[src/rtl/fifo_burst_reader.sv]
// Drains a synchronous FIFO in bursts onto a valid/ready stream with first/last markers.
// A 2-entry output buffer absorbs the FIFO's one-cycle read latency under backpressure.
module fifo_burst_reader #(
    parameter int DWIDTH  = 16,
    parameter int AWIDTH  = 4,
    parameter int BURST   = 4,
    parameter int TIMEOUT = 8
) (
    input  logic              clk,
    input  logic              reset,
    input  logic [DWIDTH-1:0] fifo_out,
    input  logic              fifo_empty,
    input  logic [AWIDTH:0]   fifo_num,
    output logic              fifo_pop,
    output logic [DWIDTH-1:0] m_data,
    output logic              m_valid,
    input  logic              m_ready,
    output logic              m_first,
    output logic              m_last,
    output logic              busy
);
    localparam int CW = AWIDTH + 1;
    localparam int IW = (TIMEOUT < 2) ? 1 : $clog2(TIMEOUT);
    localparam logic [CW-1:0] ONE       = CW'(1);
    localparam logic [CW-1:0] BURST_LEN = CW'(BURST);
    localparam logic [IW-1:0] IDLE_LAST = IW'((TIMEOUT == 0) ? 0 : TIMEOUT - 1);
    localparam logic [IW-1:0] IDLE_ONE  = IW'(1);
    localparam bit            TIMEOUT_EN = (TIMEOUT != 0);

    typedef enum logic {S_IDLE, S_BURST} state_t;

    typedef struct packed {
        logic              first;
        logic              last;
        logic [DWIDTH-1:0] data;
    } word_t;

    state_t        state, state_n;
    logic [CW-1:0] len, popped, sent;
    logic [IW-1:0] idle_cnt;
    logic          inflight, inflight_first, inflight_last;
    word_t         obuf [2];
    logic [1:0]    buf_occ, occ_sum;
    logic          start, deq, wr_idx;
    logic [CW-1:0] start_len;

    assign busy     = (state == S_BURST);
    assign m_valid  = (buf_occ != 2'd0);
    assign m_data   = obuf[0].data;
    assign m_first  = m_valid && obuf[0].first;
    assign m_last   = m_valid && obuf[0].last;
    assign deq      = m_valid && m_ready;
    // Words already popped but not yet delivered must fit in the buffer.
    assign occ_sum  = buf_occ + {1'b0, inflight};
    assign fifo_pop = busy && (popped < len) && !fifo_empty && (occ_sum < 2'd2);
    // Arriving word lands behind whatever survives this cycle's dequeue.
    assign wr_idx   = (buf_occ == 2'd2) || ((buf_occ == 2'd1) && !deq);

    always_comb begin
        state_n   = state;
        start     = 1'b0;
        start_len = len;
        case (state)
            S_IDLE: begin
                if (fifo_num >= BURST_LEN) begin
                    start     = 1'b1;
                    start_len = BURST_LEN;
                end else if (TIMEOUT_EN && !fifo_empty && (idle_cnt == IDLE_LAST)) begin
                    start     = 1'b1;
                    start_len = fifo_num;
                end
                if (start) state_n = S_BURST;
            end
            S_BURST: begin
                if (deq && (sent == len - ONE)) state_n = S_IDLE;
            end
            default: state_n = S_IDLE;
        endcase
    end

    always_ff @(posedge clk) begin
        if (reset) begin
            state          <= S_IDLE;
            len            <= '0;
            popped         <= '0;
            sent           <= '0;
            idle_cnt       <= '0;
            inflight       <= 1'b0;
            inflight_first <= 1'b0;
            inflight_last  <= 1'b0;
            buf_occ        <= 2'd0;
            obuf[0]        <= '0;
            obuf[1]        <= '0;
        end else begin
            state <= state_n;

            if (start) begin
                len    <= start_len;
                popped <= '0;
                sent   <= '0;
            end else begin
                if (fifo_pop) popped <= popped + ONE;
                if (deq)      sent   <= sent + ONE;
            end

            if ((state != S_IDLE) || start || fifo_empty) idle_cnt <= '0;
            else if (idle_cnt != '1)                      idle_cnt <= idle_cnt + IDLE_ONE;

            // Burst position is known at pop time; it travels with the word.
            inflight       <= fifo_pop;
            inflight_first <= (popped == '0);
            inflight_last  <= (popped == len - ONE);

            if (deq)      obuf[0]      <= obuf[1];
            if (inflight) obuf[wr_idx] <= {inflight_first, inflight_last, fifo_out};
            buf_occ <= buf_occ + {1'b0, inflight} - {1'b0, deq};
        end
    end
endmodule

[config.mk]
export PLATFORM = sky130hd
export DESIGN_NAME = fifo_burst_reader
export DESIGN_NICKNAME = d
export VERILOG_FILES = /design/src/rtl/fifo_burst_reader.sv
export SDC_FILE = /design/constraint.sdc
export NUM_CORES = 1
export LEC_CHECK = 0
export ABC_AREA = 0
export BUFFER_PORTS_ARGS = -buffer_cell sky130_fd_sc_hd__clkbuf_2
export CELL_PAD_IN_SITES_DETAIL_PLACEMENT = 0
export CELL_PAD_IN_SITES_GLOBAL_PLACEMENT = 1
export CORE_ASPECT_RATIO = 0.9
export CORE_MARGIN = 5
export CORE_UTILIZATION = 47
export CTS_CLUSTER_DIAMETER = 200
export DETAILED_ROUTE_END_ITERATION = 12
export PLACE_DENSITY = 0.83
export SYNTH_ARGS = -nofsm -noshare
export SYNTH_HDL_FRONTEND = slang
export SYNTH_SLANG_ARGS = --single-unit
[constraint.sdc]
create_clock -name clk -period 4.78 [get_ports clk]
set_clock_uncertainty 0.1 [all_clocks]
set_input_delay 1.434 -clock clk [delete_from_list [all_inputs] [get_ports clk]]
set_output_delay 1.434 -clock clk [all_outputs]
set_load 0.02 [all_outputs]
* Word level (Yosys, flattened, before mapping)
Memories as Yosys holds them, arrays and structs flattened.
Index checks and enable logic that the tools add are counted.
** Cells by class
- Add/subtract/negate cells :: 6
- Order comparisons :: 3
- Eq/ne operators :: 6
- Muxes and demuxes :: 21
- Bitwise operators :: 2
- Reductions and logical operators :: 21
** Operator list (count)
- 18-bit two-way mux :: 2
- 18-bit OR reduction :: 1
- 1-bit two-way mux :: 16
- 5-bit by 1-bit adder with 5-bit output (second input constant) :: 2
- 5-bit == test :: 2
- 5-bit two-way mux :: 2
- 1-bit logical AND :: 9
- 5-bit by 3-bit >= comparator with 1-bit output (second input constant) :: 1
- 5-bit zero test :: 1
- 5-bit < comparator :: 1
- 5-bit by 1-bit subtractor with 5-bit output (second input constant) :: 1
- 2-bit nonzero test :: 2
- 2-bit OR reduction :: 2
- 3-bit by 1-bit adder with 3-bit output (second input constant) :: 1
- 3-bit == test (second input constant) :: 1
- 1-bit logical OR :: 3
- 3-bit != test (second input constant) :: 1
- 3-bit AND reduction :: 1
- 2-bit by 1-bit adder with 2-bit output :: 1
- 2-bit by 1-bit == test with 1-bit output (second input constant) :: 1
- 2-bit == test (second input constant) :: 1
- 1-bit zero test :: 2
- 2-bit < comparator (second input constant) :: 1
- 1-bit one-hot mux with 2 select lines :: 1
- other kinds (3) :: 3
** Storage, ports and cells
- Bits in registers :: 24
- Memory bits (writable) :: 36
- Output and inout port bits :: 21
- Logic and storage cells :: 69
- Memories kept :: 1
** Memory list
- obuf :: words 2, bits a word 18, rd ports 2, clocked after Yosys merged registers in 0, wr ports 2, line 42 : word_t obuf [2];

* Depth between registers and ports, before layout
Gate-level depths: netlist of run 1.
- Word-level depth :: 9
- Depth in mapped cells :: 8

* Least setup slack after synthesis of run 1
OpenSTA, ideal clock, no wires.
- Path type :: input to output
- From :: in fifo_empty
- To :: out fifo_pop
- Arrival time :: 2.462 ns
- Data required time :: 3.246 ns
- Setup slack :: 0.784 ns
- Stages :: 4
- Path through :: or3b_1 a211o_1 buf_6 nor2_1
** On the way
- Word-level cells in the longest chain between the ends :: 3
** RTL lines
- start: declaration :: line 12 : input logic fifo_empty,
- 1-bit zero test :: line 55 : assign fifo_pop = busy && (popped < len) && !fifo_empty && (occ_sum < 2'd2);
- 1-bit logical AND (2 in a row) :: line 55
- end: declaration :: line 14 : output logic fifo_pop,
Every way passes these cells.

* Worst setup path after layout of run 1
Same ends and word-level chain as after synthesis.

==> summary.md, run 1 <==
| Metric | Value |
|---|---|
| Status | finished clean |
| Buffers added on ports | 45 |
| Max clock buf depth | 2 |
| Worst rel slew slack | 0.502 |
| Final Power | 1.39 mW |
| Worst skew pair latency | 0.33 ns |
| Largest net degree at the start of global routing | 38 |
| Peak VDD IR | 0.218 mV |
| Residual DRC | 0 |
| Vias in the first global route | 2069 |
| Slack of the worst reg-to-reg path | 2.39 ns |
| Clock root buffer master | clkbuf_8 |
| # resized after CTS | 0 |
| Slowest cell on crit path | or3b_1 |
| HP Class | reg2reg |
| RePlAce Congestion | 0.732 |
| Maxcap violations | 0 |
| Crit path max fanout | 12 |
| Hold Buf Count CTS | 0 |
| Vias per inst | 5.01 |
| Initial antenna violation count | 0 |
| Dpl hpwl | 3.76 mm |
| Antenna diode count | 0 |
| Cell row count | 27 |
| Final hold vios | 0 |
| Leak pwr | 1.30 nW |
| First-pass DRT Iterations | 4 |
| RSZ-0062 raised after global routing | false |
| CP most frequent cell | clkbuf_2 |
| Syn Inst Count | 290 |
| Syn. warnings | 0 |
| Syn_area_per_cell | 10.2 µm² |
| Number of flops mapped to enable cells by yosys | 36 |
| Routed vias | 2066 |
| I/O Pins | 46 |
| CORE AREA | 6110 µm² |
| Pwr Density | 413 nW/µm² |
| DRT Wirelength | 5.30 mm |
| Measured slew at the worst slew-check pin | 0.747 ns |
| Gr ovfl total | 0 |
| Mapped Area | 2970 µm² |
| Global-route wire length before repair | 9.19 mm |
| Proportion of layout cells with a drive suffix above 1 | 0.218 |
| Setup bufs post-CTS | 0 |
| GRT Total Usage | 0.146 |
| Sequential share of the synthesized area | 0.526 |
| Die Y | 85.4 µm |
| Die ar. | 8010 µm² |
| Wire length per cell | 12.9 µm |
| Post-synth ARST share | 0 |
| Die X | 93.8 µm |
| CTS tree | done |
| CP bufs+invs | 2 |
| Crit Path Class | in2out |
| Iteration-0 DRC Markers | 70 |
| Number of buffers created by CTS | 9 |
| Antenna-violating nets left | 0 |
| Fillers | 583 |
| Max stage delay on crit path | 0.37 ns |
| F_max | 244 MHz |
| Clock Pin Slew Worst Setup and Hold Paths | 0.07 ns |
| CP Data Arrival Time | 2.56 ns |
| Initial Util | 0.485 |
| Netlist cell types | 44 |
| Setup Viol. Count Final | 0 |
| Crit-path leading delay family | simple AND/OR/NAND/NOR gates |
| Final Max Tran Viols | 0 |
| Crit-path cells | clkbuf_2, or3b_1, a211o_1, nor2_1, clkbuf_2 |
| Finished Core Util | 0.552 |
| Critical Path RT | 3.25 ns |
| Nets | 358 |
| Crit path time final | 4.10 ns |
| Clk sinks | 60 |
| Worst setup EP type | primary output |
| Synth Flop Type | edfxtp_1 |
| Net Count, Synth | 328 |
| CP startpoint kind | primary input |
| Synth-to-Final Area Change | 13.8% |
| H-Tree Depth | 3 |
| Setup tns final | 0 ns |
| Final clock period utilization by the worst path | 0.857 |
| Hold Slack | 0.321 ns |
| Synth Register Bits | 60 |
Yosys cell counts, types with 4 or more instances:
cell type	number	area (µm²)
nand2_1	42	158
edfxtp_1	36	1080
dfxtp_1	24	480
o21ai_0	21	105
and2_1	20	125
buf_4	16	120
nor2_1	15	56.3
ha_1	13	163
inv_1	10	37.5
xnor2_1	10	87.6
clkbuf_1	8	30.0
a21oi_1	7	35.0
nor2b_1	6	37.5
nor3_1	5	25.0
or4_1	5	37.5
xor2_1	5	43.8
or3_1	4	25.0
report_power, final:
group          switching [mW]  internal (mW)
combinational           0.174         0.0910
clock                   0.197          0.293
sequential             0.0283          0.612
flip-flops by register name, summed over array words and instances (netlist names):
| register | flops |
|---|---|
| len | 5 |
| buf_occ | 2 |
| busy | 1 |
| inflight | 1 |
| sent | 5 |
| idle_cnt | 3 |
| obuf | 36 |
| inflight_first | 1 |
| popped | 5 |
| inflight_last | 1 |
through the flow:
stage | instances | worst slack, ns | cell area [µm²]
2_1_floorplan | 290 | 0.784 | 2970
3_3_place_gp | 396 | 0.699 | 3160
3_5_place_dp | 396 | 0.670 | 3160
4_1_cts | 412 | 0.671 | 3380
5_1_grt | 412 | 0.571 | 3380
6_report | 412 | 0.684 | 3380
path summary, 6_finish.rpt:
kind | startpoint | endpoint | cells past startpoint
max | fifo_empty | fifo_pop | 5
min | idle_cnt[0]$_SDFFE_PP0P_ | idle_cnt[0]$_SDFFE_PP0P_ | 1
max reg2reg | buf_occ[0]$_SDFF_PP0_ | obuf[0][14]$_DFFE_PP_ | 4
min reg2reg | idle_cnt[0]$_SDFFE_PP0P_ | idle_cnt[0]$_SDFFE_PP0P_ | 1
layout by cell type, fill, tap and decap left out, types with 2 or more instances in the layout:
master / netlist / final
a21oi_1: 7 / 7
a31oi_1: 2 / 2
and2_1: 20 / 20
and3_1: 2 / 2
buf_4: 16 / 3
bufinv_16: 0 / 2
clkbuf_2: 0 / 45
clkbuf_8: 0 / 9
clkinvlp_4: 0 / 2
dfxtp_1: 24 / 24
edfxtp_1: 36 / 36
ha_1: 13 / 13
inv_1: 10 / 10
mux2_2: 3 / 3
nand2_1: 42 / 42
nand2b_1: 2 / 2
nand3_1: 3 / 3
nand4_1: 2 / 2
nor2_1: 15 / 15
nor2b_1: 6 / 6
nor3_1: 5 / 4
nor4_1: 2 / 2
o21ai_0: 21 / 21
o31ai_1: 3 / 3
or2_2: 3 / 3
or3_1: 4 / 4
or3b_1: 2 / 2
or4_1: 5 / 5
xnor2_1: 10 / 10
xor2_1: 5 / 5
metal layers:
layer | vias up | track usage | share of wire
li1 | 1053 | - | -
met1 | 965 | 0.167 | 0.43
met2 | 42 | 0.254 | 0.51
met3 | 6 | 0.0443 | 0.049
met4 | 0 | 0.0551 | 0.013
met5 | - | 0 | 0
cell families after synthesis:
family	Yosys count	share of synthesized area
AO/OA/AOI/OAI	45	0.0932
flip-flops	60	0.526
adder cells (fa/ha/maj)	13	0.0548
XOR/XNOR	15	0.0443
AND/OR/NAND/NOR	114	0.194
buffers and inverters	39	0.0734
multiplexers	4	0.0148
area by class of cell:
class / count / area (µm²) / share of cell area
sequential: 60 / 1560 / 0.462
multi-input combinational: 191 / 1210 / 0.357
timing repair buffer: 48 / 248 / 0.0733
clock buffer: 10 / 128 / 0.0378
tap: 87 / 109 / 0.0322
clock inverter: 6 / 88.8 / 0.0263
inverter: 10 / 37.5 / 0.0111
Note: power is estimated with default switching activity, not from simulation.
==> inputs of run 2 (changes only) <==
Settings changed: CORE_MARGIN 5 to 2, RECOVER_POWER from default to 25.
==> summary.md, run 2 (synthesis results as in run 1) <==
| Metric | Value |
|---|---|
| Clock Pin Slew Worst Setup and Hold Paths | 0.07 ns (about the same) |
| F_max | 243 MHz (-0.54%) |
| Buffers added on ports | 45 (unchanged) |
| Measured slew at the worst slew-check pin | 0.761 ns (+0.0136 ns) |
| Comb pwr share | 0.192 (+0.002) |
| Initial Util | 0.485 (unchanged) |
| Vias per inst | 4.97 (-0.82%) |
| Gr ovfl total | 0 (unchanged) |
| CTS tree | done |
| Fillers | 560 (-3.9%) |
| # resized after CTS | 0 (unchanged) |
| Status | finished clean |
| Worst rel slew slack | 0.489 (-0.0130) |
| Global-route wire length before repair | 8.72 mm (-5.1%) |
| Final hold vios | 0 (unchanged) |
| Cell row count | 27 (unchanged) |
| FF/Latch Area | 1560 µm² (unchanged) |
| Finished Core Util | 0.547 (-0.00532) |
| Hold Buf Count CTS | 0 (unchanged) |
| Final clock period utilization by the worst path | 0.862 (+0.00466) |
| Post-route cell area | 3350 µm² (-0.96%) |
| Initial antenna violation count | 0 (unchanged) |
| Final Max Tran Viols | 0 (unchanged) |
| First-pass DRT Iterations | 4 (unchanged) |
| GRT Total Usage | 0.164 (+0.0180) |
| Synth-to-Final Area Change | 12.7% |
| Largest net degree at the start of global routing | 38 (unchanged) |
| Clk sinks | 60 (unchanged) |
| Final Power | 1.36 mW (-2.8%) |
| Setup bufs post-CTS | 0 (unchanged) |
| Pwr Density | 405 nW/µm² (-1.9%) |
| Routed vias | 2049 (-0.82%) |
| Multi-input logic area | 1200 µm² (-0.42%) |
| Switching power total | 0.413 mW (+3.4%) |
| Antenna-violating nets left | 0 (unchanged) |
| Dpl ws | 0.646 ns (-0.0241 ns) |
| H-Tree Depth | 3 (unchanged) |
| Wire length per cell | 12.5 µm (-2.9%) |
| Vias in the first global route | 1982 (-4.2%) |
| Max reg flops | 36 (unchanged) |
| Commonest non-fill, non-tap cell in the layout | nand2_1 |
| CP startpoint kind | primary input |
| Residual DRC | 0 (unchanged) |
| Die ar. | 6970 µm² (-13%) |
| Leak pwr | 1.26 nW (-3.1%) |
| Largest Register | obuf |
| Clock power share | 0.336 (-0.016) |
| Switching Share | 0.304 (+0.0183) |
| Cell internal pwr | 0.943 mW (-5.3%) |
| HP Class | reg2reg |
| Dpl hpwl | 3.53 mm (-6.0%) |
| Maxcap violations | 0 (unchanged) |
| Post-route insts no fill | 412 (unchanged) |
| Antenna diode count | 0 (unchanged) |
| Power share of the sequential group | 0.472 (+0.013) |
| Placed cell area | 3160 µm² (unchanged) |
| RePlAce Congestion | 0.787 (+7.6%) |
| Clock root buffer master | clkbuf_8 |
| I/O Pins | 46 (unchanged) |
| Setup tns final | 0 ns (unchanged) |
| CP Data Arrival Time | 2.58 ns (+0.02 ns) |
| Die X | 87.8 µm (-6.4%) |
| CORE AREA | 6110 µm² (unchanged) |
| Setup Viol. Count Final | 0 (unchanged) |
| Peak VDD IR | 0.178 mV (-18%) |
| Final WS setup | 0.661 ns (-0.0223 ns) |
| Die Y | 79.4 µm (-7.0%) |
| Worst setup EP type | primary output |
| Hold Slack | 0.323 ns (+0.00175 ns) |
| Crit Path Class | in2out |
| Worst skew pair latency | 0.34 ns (about the same) |
| Number of buffers created by CTS | 9 (unchanged) |
| Crit path max fanout | 12 (unchanged) |
| DRT Wirelength | 5.15 mm (-2.9%) |
| Iteration-0 DRC Markers | 112 (+60%) |
| Crit path time final | 4.12 ns (+0.0223 ns) |
| Cell Count Post-Placement | 396 (unchanged) |
| RSZ-0062 raised after global routing | false |
| Nets | 358 (unchanged) |
| Proportion of layout cells with a drive suffix above 1 | 0.197 (-0.0215) |
| R2R depth | 5 (+1) |
| Cells on Worst Hold Path | 1 (unchanged) |
| Most frequent cells in the layout | nand2_1 (42), clkbuf_2 (39), edfxtp_1 (36) |
| Critical Path RT | 3.25 ns (about the same) |
| Max clock buf depth | 2 (unchanged) |
[run 2: critical path: stages]
cell and delay, ns:
clkbuf_1 0.10, or3b_1 0.38, a211o_1 0.37, nor2_1 0.13
clkbuf_2 0.17
[run 2: cell type report]
type	instances	area share
Multi-Input combinational cell	191	0.359
Tap cell	87	0.0325
Inverter	10	0.0112
Clock buffer	9	0.0370
Sequential cell	60	0.467
Timing Repair Buffer	48	0.0707
Clock inverter	7	0.0228
[run 2: per-layer routing]
layer | GRT usage | vias to the layer above | wire length, µm
li1 | - | 1051 | -
met1 | 0.193 | 946 | 2350
met2 | 0.273 | 43 | 2480
met3 | 0.0548 | 9 | 249
met4 | 0.0646 | 0 | 65
met5 | 0 | - | 0
[run 2: worst paths after layout]
path	startpoint	to	slack, ns
min reg2reg	idle_cnt[0]$_SDFFE_PP0P_	idle_cnt[0]$_SDFFE_PP0P_	0.32
max reg2reg	buf_occ[1]$_SDFF_PP0_	obuf[1][10]$_SDFFCE_PN0P_	2.35
min	idle_cnt[0]$_SDFFE_PP0P_	idle_cnt[0]$_SDFFE_PP0P_	0.32
max	fifo_empty	fifo_pop	0.66
[run 2: power groups by stage]
stage	logic (mW)	clock network, mW	registers, mW
final	0.260	0.455	0.640
after global routing	0.292	0.486	0.648
after CTS	0.269	0.468	0.640
after detailed placement	0.268	0	0.651
after global placement	0.263	0	0.651
after floorplan	0.226	0	0.643
